## src/rtl/ram_arbiter_if.sv

```systemverilog
// CPU / DMA / SRAM signal bundle for the mapper RAM arbiter.
// No storage: pure wiring between requesters, arbiter and SRAM pins.
// slave = arbiter side, master = requester/SRAM model side.
interface ram_arbiter_if;
  // Z80 side
  logic        cpu_req;
  logic        cpu_we;
  logic [4:0]  cpu_bank;
  logic [13:0] cpu_addr;
  logic [7:0]  cpu_wdata;
  logic [7:0]  cpu_rdata;
  logic        cpu_wait_n;
  // loader / DMA side
  logic        dma_req;
  logic        dma_we;
  logic [18:0] dma_addr;
  logic [7:0]  dma_wdata;
  logic        dma_ack;
  logic [7:0]  dma_rdata;
  // SRAM pins
  logic [18:0] ram_a;
  logic        ram_ce_n;
  logic        ram_oe_n;
  logic        ram_we_n;
  logic [7:0]  ram_dq_o;
  logic        ram_dq_oe;
  logic [7:0]  ram_dq_i;

  modport slave (
    input  cpu_req, cpu_we, cpu_bank, cpu_addr, cpu_wdata,
    output cpu_rdata, cpu_wait_n,
    input  dma_req, dma_we, dma_addr, dma_wdata,
    output dma_ack, dma_rdata,
    output ram_a, ram_ce_n, ram_oe_n, ram_we_n, ram_dq_o, ram_dq_oe,
    input  ram_dq_i
  );

  modport master (
    output cpu_req, cpu_we, cpu_bank, cpu_addr, cpu_wdata,
    input  cpu_rdata, cpu_wait_n,
    output dma_req, dma_we, dma_addr, dma_wdata,
    input  dma_ack, dma_rdata,
    input  ram_a, ram_ce_n, ram_oe_n, ram_we_n, ram_dq_o, ram_dq_oe,
    output ram_dq_i
  );
endinterface

```

## src/rtl/ram_arbiter.sv

```systemverilog
// Shares one asynchronous SRAM between the Z80 (via mapper) and a loader DMA port.
// Latency: 2-flop sync + 1 grant cycle + ACC_CYC strobe cycles + 1 recover cycle.
// Backpressure: Z80 held with WAIT until its data is valid; DMA held until its ack pulse.
module ram_arbiter #(
  parameter int unsigned ACC_CYC    = 2,
  parameter int unsigned STARVE_LIM = 3
) (
  input logic          CLK,
  input logic          RSTb,
  ram_arbiter_if.slave bus
);

  localparam logic [2:0] ACC_LAST   = 3'(ACC_CYC - 1);
  localparam logic [3:0] STARVE_MAX = 4'(STARVE_LIM);

  typedef enum logic [2:0] {
    IDLE,
    CPU_ACC,
    DMA_ACC,
    RECOVER,
    CPU_HOLD
  } state_t;

  state_t      state;
  state_t      state_nxt;

  // cpu_req comes straight from Z80 bus decode, so it is synchronized first
  logic        creq_meta;
  logic        creq_s;

  // access bookkeeping, latched at grant
  logic [2:0]  acc_cnt;
  logic        acc_dma;
  logic        acc_we;
  logic [18:0] ram_a_r;
  logic [7:0]  dq_o_r;

  logic [3:0]  starve_cnt;
  logic        cpu_done;
  logic [7:0]  cpu_rdata_r;
  logic [7:0]  dma_rdata_r;

  // combinational decode
  logic        grant_cpu;
  logic        grant_dma;
  logic        acc_last;
  logic        ce_n;
  logic        oe_n;
  logic        we_n;
  logic        dq_oe;
  logic        ack;

  // Next-state, grant decisions and SRAM strobes from the current state.
  always_comb begin
    state_nxt = state;
    grant_cpu = 1'b0;
    grant_dma = 1'b0;
    acc_last  = 1'b0;
    ce_n      = 1'b1;
    oe_n      = 1'b1;
    we_n      = 1'b1;
    dq_oe     = 1'b0;
    ack       = 1'b0;
    case (state)
      IDLE: begin
        // CPU wins unless DMA has already been passed over STARVE_LIM times
        if (creq_s && (!bus.dma_req || (starve_cnt < STARVE_MAX))) begin
          grant_cpu = 1'b1;
          state_nxt = CPU_ACC;
        end else if (bus.dma_req) begin
          grant_dma = 1'b1;
          state_nxt = DMA_ACC;
        end
      end
      CPU_ACC, DMA_ACC: begin
        ce_n  = 1'b0;
        oe_n  = acc_we;
        we_n  = !acc_we;
        dq_oe = acc_we;
        if (acc_cnt == ACC_LAST) begin
          acc_last  = 1'b1;
          state_nxt = RECOVER;
        end
      end
      RECOVER: begin
        // bus turnaround cycle; DMA completion is signalled here
        ack       = acc_dma;
        state_nxt = acc_dma ? IDLE : CPU_HOLD;
      end
      CPU_HOLD: begin
        // wait for the Z80 to end its bus cycle so it gets exactly one access
        if (!creq_s) begin
          state_nxt = IDLE;
        end
      end
      default: begin
        state_nxt = IDLE;
      end
    endcase
  end

  // Two-flop synchronizer for the asynchronous CPU request.
  always_ff @(posedge CLK) begin
    if (!RSTb) begin
      creq_meta <= 1'b0;
      creq_s    <= 1'b0;
    end else begin
      creq_meta <= bus.cpu_req;
      creq_s    <= creq_meta;
    end
  end

  // State register; reset aborts any access in flight.
  always_ff @(posedge CLK) begin
    if (!RSTb) begin
      state <= IDLE;
    end else begin
      state <= state_nxt;
    end
  end

  // Strobe-width counter: restarts on each grant, advances while strobing.
  always_ff @(posedge CLK) begin
    if (!RSTb) begin
      acc_cnt <= 3'd0;
    end else if (grant_cpu || grant_dma) begin
      acc_cnt <= 3'd0;
    end else if ((state == CPU_ACC) || (state == DMA_ACC)) begin
      acc_cnt <= acc_cnt + 3'd1;
    end
  end

  // Latch owner, direction, address and write data at grant; held through RECOVER.
  always_ff @(posedge CLK) begin
    if (!RSTb) begin
      acc_dma <= 1'b0;
      acc_we  <= 1'b0;
      ram_a_r <= 19'd0;
      dq_o_r  <= 8'd0;
    end else if (grant_cpu) begin
      acc_dma <= 1'b0;
      acc_we  <= bus.cpu_we;
      ram_a_r <= {bus.cpu_bank, bus.cpu_addr};
      dq_o_r  <= bus.cpu_wdata;
    end else if (grant_dma) begin
      acc_dma <= 1'b1;
      acc_we  <= bus.dma_we;
      ram_a_r <= bus.dma_addr;
      dq_o_r  <= bus.dma_wdata;
    end
  end

  // Count CPU grants that overtook a waiting DMA; any DMA grant clears it.
  always_ff @(posedge CLK) begin
    if (!RSTb) begin
      starve_cnt <= 4'd0;
    end else if (grant_dma) begin
      starve_cnt <= 4'd0;
    end else if (grant_cpu && bus.dma_req && (starve_cnt != STARVE_MAX)) begin
      starve_cnt <= starve_cnt + 4'd1;
    end
  end

  // Capture SRAM read data on the last strobe cycle into the owner's register.
  always_ff @(posedge CLK) begin
    if (!RSTb) begin
      cpu_rdata_r <= 8'd0;
      dma_rdata_r <= 8'd0;
    end else if (acc_last && !acc_we) begin
      if (acc_dma) begin
        dma_rdata_r <= bus.ram_dq_i;
      end else begin
        cpu_rdata_r <= bus.ram_dq_i;
      end
    end
  end

  // cpu_done releases WAIT from the end of CPU RECOVER until the Z80 drops its request.
  always_ff @(posedge CLK) begin
    if (!RSTb) begin
      cpu_done <= 1'b0;
    end else if ((state == RECOVER) && !acc_dma) begin
      cpu_done <= 1'b1;
    end else if ((state == CPU_HOLD) && !creq_s) begin
      cpu_done <= 1'b0;
    end
  end

  // WAIT uses the raw request so the Z80 is stalled from the very first T-state.
  assign bus.cpu_wait_n = !(bus.cpu_req && !cpu_done);
  assign bus.cpu_rdata  = cpu_rdata_r;
  assign bus.dma_ack    = ack;
  assign bus.dma_rdata  = dma_rdata_r;
  assign bus.ram_a      = ram_a_r;
  assign bus.ram_ce_n   = ce_n;
  assign bus.ram_oe_n   = oe_n;
  assign bus.ram_we_n   = we_n;
  assign bus.ram_dq_o   = dq_o_r;
  assign bus.ram_dq_oe  = dq_oe;

endmodule

```

## src/flat_wrapper.sv

```systemverilog
// flat-port wrapper written by rule: the top's interface ports become plain ports
module ram_arbiter_flat 
#(
  parameter int unsigned ACC_CYC    = 2,
  parameter int unsigned STARVE_LIM = 3
)
  (CLK, RSTb, bus_cpu_req, bus_cpu_we, bus_cpu_bank, bus_cpu_addr, bus_cpu_wdata, bus_cpu_rdata, bus_cpu_wait_n, bus_dma_req, bus_dma_we, bus_dma_addr, bus_dma_wdata, bus_dma_ack, bus_dma_rdata, bus_ram_a, bus_ram_ce_n, bus_ram_oe_n, bus_ram_we_n, bus_ram_dq_o, bus_ram_dq_oe, bus_ram_dq_i);
  ram_arbiter_if bus_i ();
  input logic CLK;
  input logic RSTb;
  input wire logic [$bits(bus_i.cpu_req)-1:0] bus_cpu_req;
  input wire logic [$bits(bus_i.cpu_we)-1:0] bus_cpu_we;
  input wire logic [$bits(bus_i.cpu_bank)-1:0] bus_cpu_bank;
  input wire logic [$bits(bus_i.cpu_addr)-1:0] bus_cpu_addr;
  input wire logic [$bits(bus_i.cpu_wdata)-1:0] bus_cpu_wdata;
  output wire logic [$bits(bus_i.cpu_rdata)-1:0] bus_cpu_rdata;
  output wire logic [$bits(bus_i.cpu_wait_n)-1:0] bus_cpu_wait_n;
  input wire logic [$bits(bus_i.dma_req)-1:0] bus_dma_req;
  input wire logic [$bits(bus_i.dma_we)-1:0] bus_dma_we;
  input wire logic [$bits(bus_i.dma_addr)-1:0] bus_dma_addr;
  input wire logic [$bits(bus_i.dma_wdata)-1:0] bus_dma_wdata;
  output wire logic [$bits(bus_i.dma_ack)-1:0] bus_dma_ack;
  output wire logic [$bits(bus_i.dma_rdata)-1:0] bus_dma_rdata;
  output wire logic [$bits(bus_i.ram_a)-1:0] bus_ram_a;
  output wire logic [$bits(bus_i.ram_ce_n)-1:0] bus_ram_ce_n;
  output wire logic [$bits(bus_i.ram_oe_n)-1:0] bus_ram_oe_n;
  output wire logic [$bits(bus_i.ram_we_n)-1:0] bus_ram_we_n;
  output wire logic [$bits(bus_i.ram_dq_o)-1:0] bus_ram_dq_o;
  output wire logic [$bits(bus_i.ram_dq_oe)-1:0] bus_ram_dq_oe;
  input wire logic [$bits(bus_i.ram_dq_i)-1:0] bus_ram_dq_i;
  assign bus_i.cpu_req = bus_cpu_req;
  assign bus_i.cpu_we = bus_cpu_we;
  assign bus_i.cpu_bank = bus_cpu_bank;
  assign bus_i.cpu_addr = bus_cpu_addr;
  assign bus_i.cpu_wdata = bus_cpu_wdata;
  assign bus_cpu_rdata = bus_i.cpu_rdata;
  assign bus_cpu_wait_n = bus_i.cpu_wait_n;
  assign bus_i.dma_req = bus_dma_req;
  assign bus_i.dma_we = bus_dma_we;
  assign bus_i.dma_addr = bus_dma_addr;
  assign bus_i.dma_wdata = bus_dma_wdata;
  assign bus_dma_ack = bus_i.dma_ack;
  assign bus_dma_rdata = bus_i.dma_rdata;
  assign bus_ram_a = bus_i.ram_a;
  assign bus_ram_ce_n = bus_i.ram_ce_n;
  assign bus_ram_oe_n = bus_i.ram_oe_n;
  assign bus_ram_we_n = bus_i.ram_we_n;
  assign bus_ram_dq_o = bus_i.ram_dq_o;
  assign bus_ram_dq_oe = bus_i.ram_dq_oe;
  assign bus_i.ram_dq_i = bus_ram_dq_i;
  ram_arbiter #(.ACC_CYC(ACC_CYC), .STARVE_LIM(STARVE_LIM)) u_core (.CLK(CLK), .RSTb(RSTb), .bus(bus_i));
endmodule
```

## config.mk

```make
export PLATFORM = sky130hd
export DESIGN_NAME = ram_arbiter_flat
export DESIGN_NICKNAME = d
export VERILOG_FILES = /design/src/rtl/ram_arbiter_if.sv /design/src/rtl/ram_arbiter.sv /design/src/flat_wrapper.sv
export SDC_FILE = /design/constraint.sdc
export NUM_CORES = 1
export LEC_CHECK = 0
export ABC_CLOCK_PERIOD_IN_PS = 2200
export BUFFER_PORTS_ARGS = -buffer_cell sky130_fd_sc_hd__buf_4
export CORE_MARGIN = 2
export CORE_UTILIZATION = 48
export CTS_CLUSTER_SIZE = 30
export DETAILED_ROUTE_END_ITERATION = 8
export GPL_TIMING_DRIVEN = 1
export PLACE_DENSITY_LB_ADDON = 0.3
export SYNTH_ARGS = -nofsm -noshare
export SYNTH_HDL_FRONTEND = slang
export SYNTH_SLANG_ARGS = --single-unit
```

## constraint.sdc

```tcl
create_clock -name CLK -period 2.2 [get_ports CLK]
set_clock_uncertainty 0.15 [all_clocks]
set_input_delay 0.11 -clock CLK [delete_from_list [all_inputs] [get_ports CLK]]
set_output_delay 0.11 -clock CLK [all_outputs]
set_load 0.1 [all_outputs]
```

Word-level counts from Yosys, hierarchy flattened. Cells that the tools add are included.

Register bits: 58. Input bits: 68. Output and inout port bits: 49. Word-level logic and storage cells: 78.

Add/subtract/negate cells: 2. $lt $le $gt $ge: 1. Equal/unequal tests: 9. Muxes and demuxes: 26. Bitwise gates (word level): 2. Reductions and logical operators: 26.

Operator list (count): $mux W19 (2); $mux W1 (16); $mux W8 (2); $mux W3 (5); $pmux W3 S4 (1); $reduce_or A2 Y1 (4); $logic_and A1 B1 Y1 (7); $eq A3 B1 Y1 const B (2); $eq A3 B2 Y1 const B (2); $logic_not A1 Y1 (6); $add A4 B1 Y4 const B (1); $lt A4 B2 Y1 const B (1); $ne A4 B2 Y1 const B (1); $reduce_and A2 Y1 (2); $reduce_bool A2 Y1 (2); $add A3 B1 Y3 const B (1); $eq A3 B3 Y1 const B (1); $logic_not A3 Y1 (1); $logic_or A1 B1 Y1 (3); $ne A3 B2 Y1 const B (1); $reduce_and A3 Y1 (1); $ne A2 B1 Y1 const B (1); $ne A2 B2 Y1 const B (1); $not A1 Y1 (2).

Depth between registers and ports, before layout.
Depth in word-level cells: 7. Gate-level depth with buffers: 6. Mapped depth without buffers: 5.

Worst setup path before layout. No wires, ideal clock.

Path kind: reg-to-output. Start: register u_core.state[1]. End: output bus_dma_ack. Arrival time: 2.876 ns. Data required time: 1.940 ns. Setup slack: -0.936 ns. Stages on the path, launching flop included: 4. Path buffers: 1. Path through: dfxtp_1 > buf_2 > nand2_1 > nor3b_1.

Cells in the longest elaborated chain, start to end: 2.

RTL lines: start, declared (RTL line ram_arbiter.sv:24) `state_t state;`; start signal, assigned (RTL line ram_arbiter.sv:118) `state <= state_nxt;`; $eq A3 B2 Y1 (RTL line ram_arbiter.sv:64) `case (state)`; $mux W1 (RTL line ram_arbiter.sv:64); end, declared (RTL line flat_wrapper.sv:22) `output wire logic [$bits(bus_i.dma_ack)-1:0] bus_dma_ack;`.

Every way passes these cells.

Worst setup path in the final report.
Start: register u_core.state[1]. End: output bus_ram_dq_oe.

Cells in the longest elaborated chain, start to end: 3. Elaborated cells on any way between the ends: 4. Those cells by class: eq/ne: 2; mux: 1; reduce/logical: 1.

RTL lines: $eq A3 B2 Y1 / $eq A3 B1 Y1 (equally long branches) (RTL line ram_arbiter.sv:64); $reduce_or A2 Y1 (*) (RTL line ram_arbiter.sv:64); $mux W1 (*) (RTL line ram_arbiter.sv:64); end, declared (RTL line flat_wrapper.sv:29) `output wire logic [$bits(bus_i.ram_dq_oe)-1:0] bus_ram_dq_oe;`.

Mark *: on every way between the ends. The rest lies on a longest branch, timed or not.

==> results.md <==
- STA classifies the critical path startpoint as a flop.
- Sorting the synthesized cells by how often they occur yields sky130_fd_sc_hd__dfxtp_1, sky130_fd_sc_hd__nand2_1, sky130_fd_sc_hd__and3_1.
- The period utilization is 0.9467.
- Of the cells placed in the final design, the portion with a size suffix greater than 1 is 0.3385.
- The share of synthesized area in the top cell type comes to 0.4014.
- The flip-flop cell with the highest count after synthesis is sky130_fd_sc_hd__dfxtp_1.
- Setup violations remaining at the end of the flow were counted as 0.
- After clock tree synthesis, the clock-pin slew on the worst setup and hold paths is 70 ps.
- The launch point of the worst path is u_core.state[1]$_SDFFE_PN0P_.
- The number of synthesized register bits is 58.
- The first-pass GRT wire length is 13200 um.
- The tree is rooted in a sky130_fd_sc_hd__clkbuf_8.
- The number of buffer cells added on primary ports is 116.
- The actual transition at the worst max-transition pin is 533.7 ps.
- TritonCTS built the clock tree.
- The share of total power in combinational logic is 0.378.
- The clock period could shrink to 2083 ps.
- The share of total power dissipated in the clock network is 0.302.
- The via count of the first global-routing pass is 2898.
- The worst hold path belongs to the class in2reg.
- The number of synthesized flops with an enable pin is 0.
- By area, the combinational part of the netlist is dominated by compound AO/OA/AOI/OAI gates.
- The final number of hold-violating endpoints is 0.
- Summing all non-filler instances in the final layout gives an area of 0.004413 sq mm.
- The final net count is 518.
- The final RePlAce weighted congestion is 0.7541.
- Of the total power, registers draw 0.321.
- The netlist uses 38 different library cells.
- Of the synthesized area, sequential elements account for 0.4014.
- The largest fanout on the critical path is 12.
- The y dimension of the die is 81.63 um.
- The endpoint of the lowest-slack register-to-register path is u_core.bus.cpu_rdata[3]$_SDFFE_PN0P_.
- The number of nets in the synthesized netlist is 380.
- CTS built an H-tree with a depth of 3.
- The start of the worst register-to-register path is u_core.acc_cnt[0]$_SDFFE_PP0N_.
- The adder-cell share of the synthesized area is 0.01298.
- Ranked by total cell area, the synthesized netlist is headed by sky130_fd_sc_hd__dfxtp_1, sky130_fd_sc_hd__o311a_1, sky130_fd_sc_hd__o21bai_1.
- The number of antenna violations at the first check in global routing came to 0.
- The clock passes through at most 2 buffers.
- The synthesis-to-finish area growth is 52.55%.
- After synthesis the cells add up to 0.002893 sq mm.
- The total placed instance area is 0.003844 sq mm.
- The total routed wirelength is 8319 um.
- The number of warning messages in the yosys log is 0.
- The floorplan die area is 0.006663 sq mm.
- Setup slack on the worst reg-to-reg path comes out at 220 ps.
- A synthesized cell averages 9.362 sq um.
- STA classifies the critical path endpoint as a primary output.
- The leakage power summed over all cells is 2.029 nW.
- The worst-case IR drop observed on VDD is 599.2 uV.
- Summed over all nets, the switching power comes to 1.524 mW.
- The end point of the critical path is bus_ram_dq_oe.
- The clock net in this run drives a total of 58 sinks.
- In the routed design, unresolved DRC markers number 0.
- After detailed routing, the number of vias per cell comes to 5.628.
- The total negative slack is 0 ps.
- In this run the remaining antenna-violating nets after routing total 0.
- The arrival time of data at the critical path endpoint is 1820 ps.
- Counting every instance in the synthesized netlist gives 309.
- The internal power summed over all cells is 2.333 mW.
- The all-layer global routing usage is 0.2528.
- The cell type with the highest aggregate area in the netlist is sky130_fd_sc_hd__dfxtp_1.
- Counting the fill cells in the layout gives 430.
- The length in cells of the worst reg-to-reg path is 4.
- After clock tree synthesis, the setup repair step added 0 buffers.
- The I/O pin total is 117.
- 0 antenna diodes ended up in the layout.
- The maximum achievable frequency is 0.4801 GHz.
- The post-synthesis compound-gate area fraction was 0.2954.
- For the worst-skew pair, the clock arrives at the later sink with an insertion delay of 330 ps.
- The total congestion overflow is 0.
- The post-synthesis share of cell area spent on xor and xnor gates is 0.005623.
- For this run, the detailed router's first-pass iteration total came to 4.
- In this run the core area contains 28 standard-cell rows.
- The number of clock buffers added by TritonCTS is 9.
- sky130_fd_sc_hd__dfxtp_1 is the most common cell in the netlist.
- The pin count of the biggest net entering global routing is 56.
- The multiplexer fraction of the synthesized cell area is 0.05882.
- Max-cap violations in this run came to 0.
- The number of pins with negative max-slew slack in the final report is 0.
- The detailed router placed 2966 vias in this run.
- The flow ran to the end, and the final reports show no timing, DRC or antenna violations.
- The placed wire-length estimate after detailed placement is 5405 um.
- The initial cell density of the core is 0.4915.
- The die is 81.63 um wide.
- The detailed router finished its first iteration with 135 violations.
- By startpoint and endpoint, the worst setup path is classified as reg2out.
- Headroom to the max-slew limit came out at 0.6438.
- The total core area is 0.005886 sq mm.
- The share of flip-flops with an asynchronous set or reset is 0.
- Setup repair after global routing left no endpoint under its margin.
- For this design the ratio of total power to cell area is 873.9 mW/mm^2.
- After detailed routing, the average wire length per cell comes to 15.79 um.
- Data on the critical path is required at its endpoint by 1940 ps.
- Of the total power, the share spent switching nets is 0.3951.
- The fraction of the mapped netlist area in simple logic gates is 0.1769.
[per-stage QoR]
| stage | utilization | cells | hold WS (ps) | total power [mW] | worst slack [ps] |
|---|---|---|---|---|---|
| after detailed placement | 0.6531 | 479 | 203.6 | 2.651 | 236.1 |
| after global placement | 0.6531 | 479 | 205.3 | 2.632 | 317.7 |
| after CTS | 0.7479 | 527 | 0.1830 | 3.849 | 66.75 |
| after global routing | 0.7498 | 527 | 13.72 | 3.998 | 13.35 |
| final | 0.7498 | 527 | 6.013 | 3.857 | 117.2 |
| after floorplan | - | 309 | 87.29 | 2.299 | 41.83 |
[logic make-up (layout without fill, tap and decap cells)]
kind of cell | Yosys count | in the layout
AO/OA/AOI/OAI | 106 | 106
AND/OR/NAND/NOR | 89 | 89
flip-flops | 58 | 58
buffers and inverters | 35 | 178
multiplexers | 17 | 17
adder cells (fa/ha/maj) | 3 | 3
XOR/XNOR | 1 | 1
[final cells by class]
cell class,instances,area (sq um),share of cell area
Multi-Input combinational cell,216,1609,0.3646
Clock inverter,4,72.57,0.01644
Sequential cell,58,1162,0.2634
Timing Repair Buffer,159,1299,0.2943
Inverter,3,11.26,0.002552
Clock buffer,12,165.2,0.03743
Tap cell,75,93.84,0.02126
[placed cells by master, fill, tap and decap left out, types with 2 or more instances in the layout]
cell type / count
sky130_fd_sc_hd__buf_4: 125
sky130_fd_sc_hd__dfxtp_1: 57
sky130_fd_sc_hd__nand2_1: 32
sky130_fd_sc_hd__dlygate4sd3_1: 32
sky130_fd_sc_hd__and3_1: 31
sky130_fd_sc_hd__o21bai_1: 29
sky130_fd_sc_hd__a21boi_0: 28
sky130_fd_sc_hd__o311a_1: 28
sky130_fd_sc_hd__mux2i_1: 17
sky130_fd_sc_hd__clkbuf_8: 12
sky130_fd_sc_hd__o21ai_0: 6
sky130_fd_sc_hd__or3_1: 5
sky130_fd_sc_hd__a21oi_1: 5
sky130_fd_sc_hd__nand2b_1: 4
sky130_fd_sc_hd__inv_1: 3
sky130_fd_sc_hd__and2_1: 3
sky130_fd_sc_hd__ha_1: 3
sky130_fd_sc_hd__o22ai_1: 2
sky130_fd_sc_hd__nand3b_1: 2
sky130_fd_sc_hd__nor3_1: 2
sky130_fd_sc_hd__bufinv_16: 2
sky130_fd_sc_hd__buf_12: 2
[state kept, by name, indices dropped and copies added (netlist names)]
register,count
u_core.bus.ram_a,19
u_core.acc_cnt,3
u_core.starve_cnt,4
u_core.cpu_done,1
u_core.bus.ram_dq_o,8
u_core.creq_s,1
u_core.acc_dma,1
u_core.creq_meta,1
u_core.bus.cpu_rdata,8
u_core.bus.dma_rdata,8
u_core.state,3
u_core.acc_we,1
[timing repair]
action / CTS / global route
gates resized for setup: 0 / 1
hold buffers: 32 / 0
hold endpoints to repair: 40 / 0
endpoints found under the setup margin: 0 / 2
[critical path: stages (launching register included)]
cell                      delay, ps
sky130_fd_sc_hd__dfxtp_1        660
sky130_fd_sc_hd__xnor2_4        200
sky130_fd_sc_hd__nor2_1         190
sky130_fd_sc_hd__and2_1         150
sky130_fd_sc_hd__buf_4          290
[worst min path at each step]
stage	start	end	cells after the start
after floorplan	bus_cpu_req	u_core.creq_meta$_SDFF_PN0_	1
after global placement	bus_cpu_req	u_core.creq_meta$_SDFF_PN0_	2
after detailed placement	bus_cpu_req	u_core.creq_meta$_SDFF_PN0_	2
after CTS	bus_cpu_wdata[7]	u_core.bus.ram_dq_o[7]$_SDFFE_PN0P_	3
after global routing	bus_cpu_addr[5]	u_core.bus.ram_a[5]$_SDFFE_PN0P_	3
final	bus_cpu_bank[0]	u_core.bus.ram_a[14]$_SDFFE_PN0P_	3
[power by group through the flow]
stage | clock network, mW | registers (mW) | logic [mW]
floorplan | 0 | 1.79 | 0.510
global placement | 0 | 1.25 | 1.38
detailed placement | 0 | 1.25 | 1.40
CTS | 1.17 | 1.23 | 1.45
global route | 1.23 | 1.25 | 1.52
finish | 1.16 | 1.24 | 1.46
[routing by layer]
| layer | global-route usage | up-vias | wire length [um] |
|---|---|---|---|
| met2 | 0.4434 | 95 | 4171 |
| met3 | 0.05385 | 11 | 493 |
| met1 | 0.3078 | 1434 | 3551 |
| li1 | - | 1426 | - |
| met4 | 0.08333 | 0 | 102 |
| met5 | 0 | - | 0 |
Power figures use the tool's default switching activity.
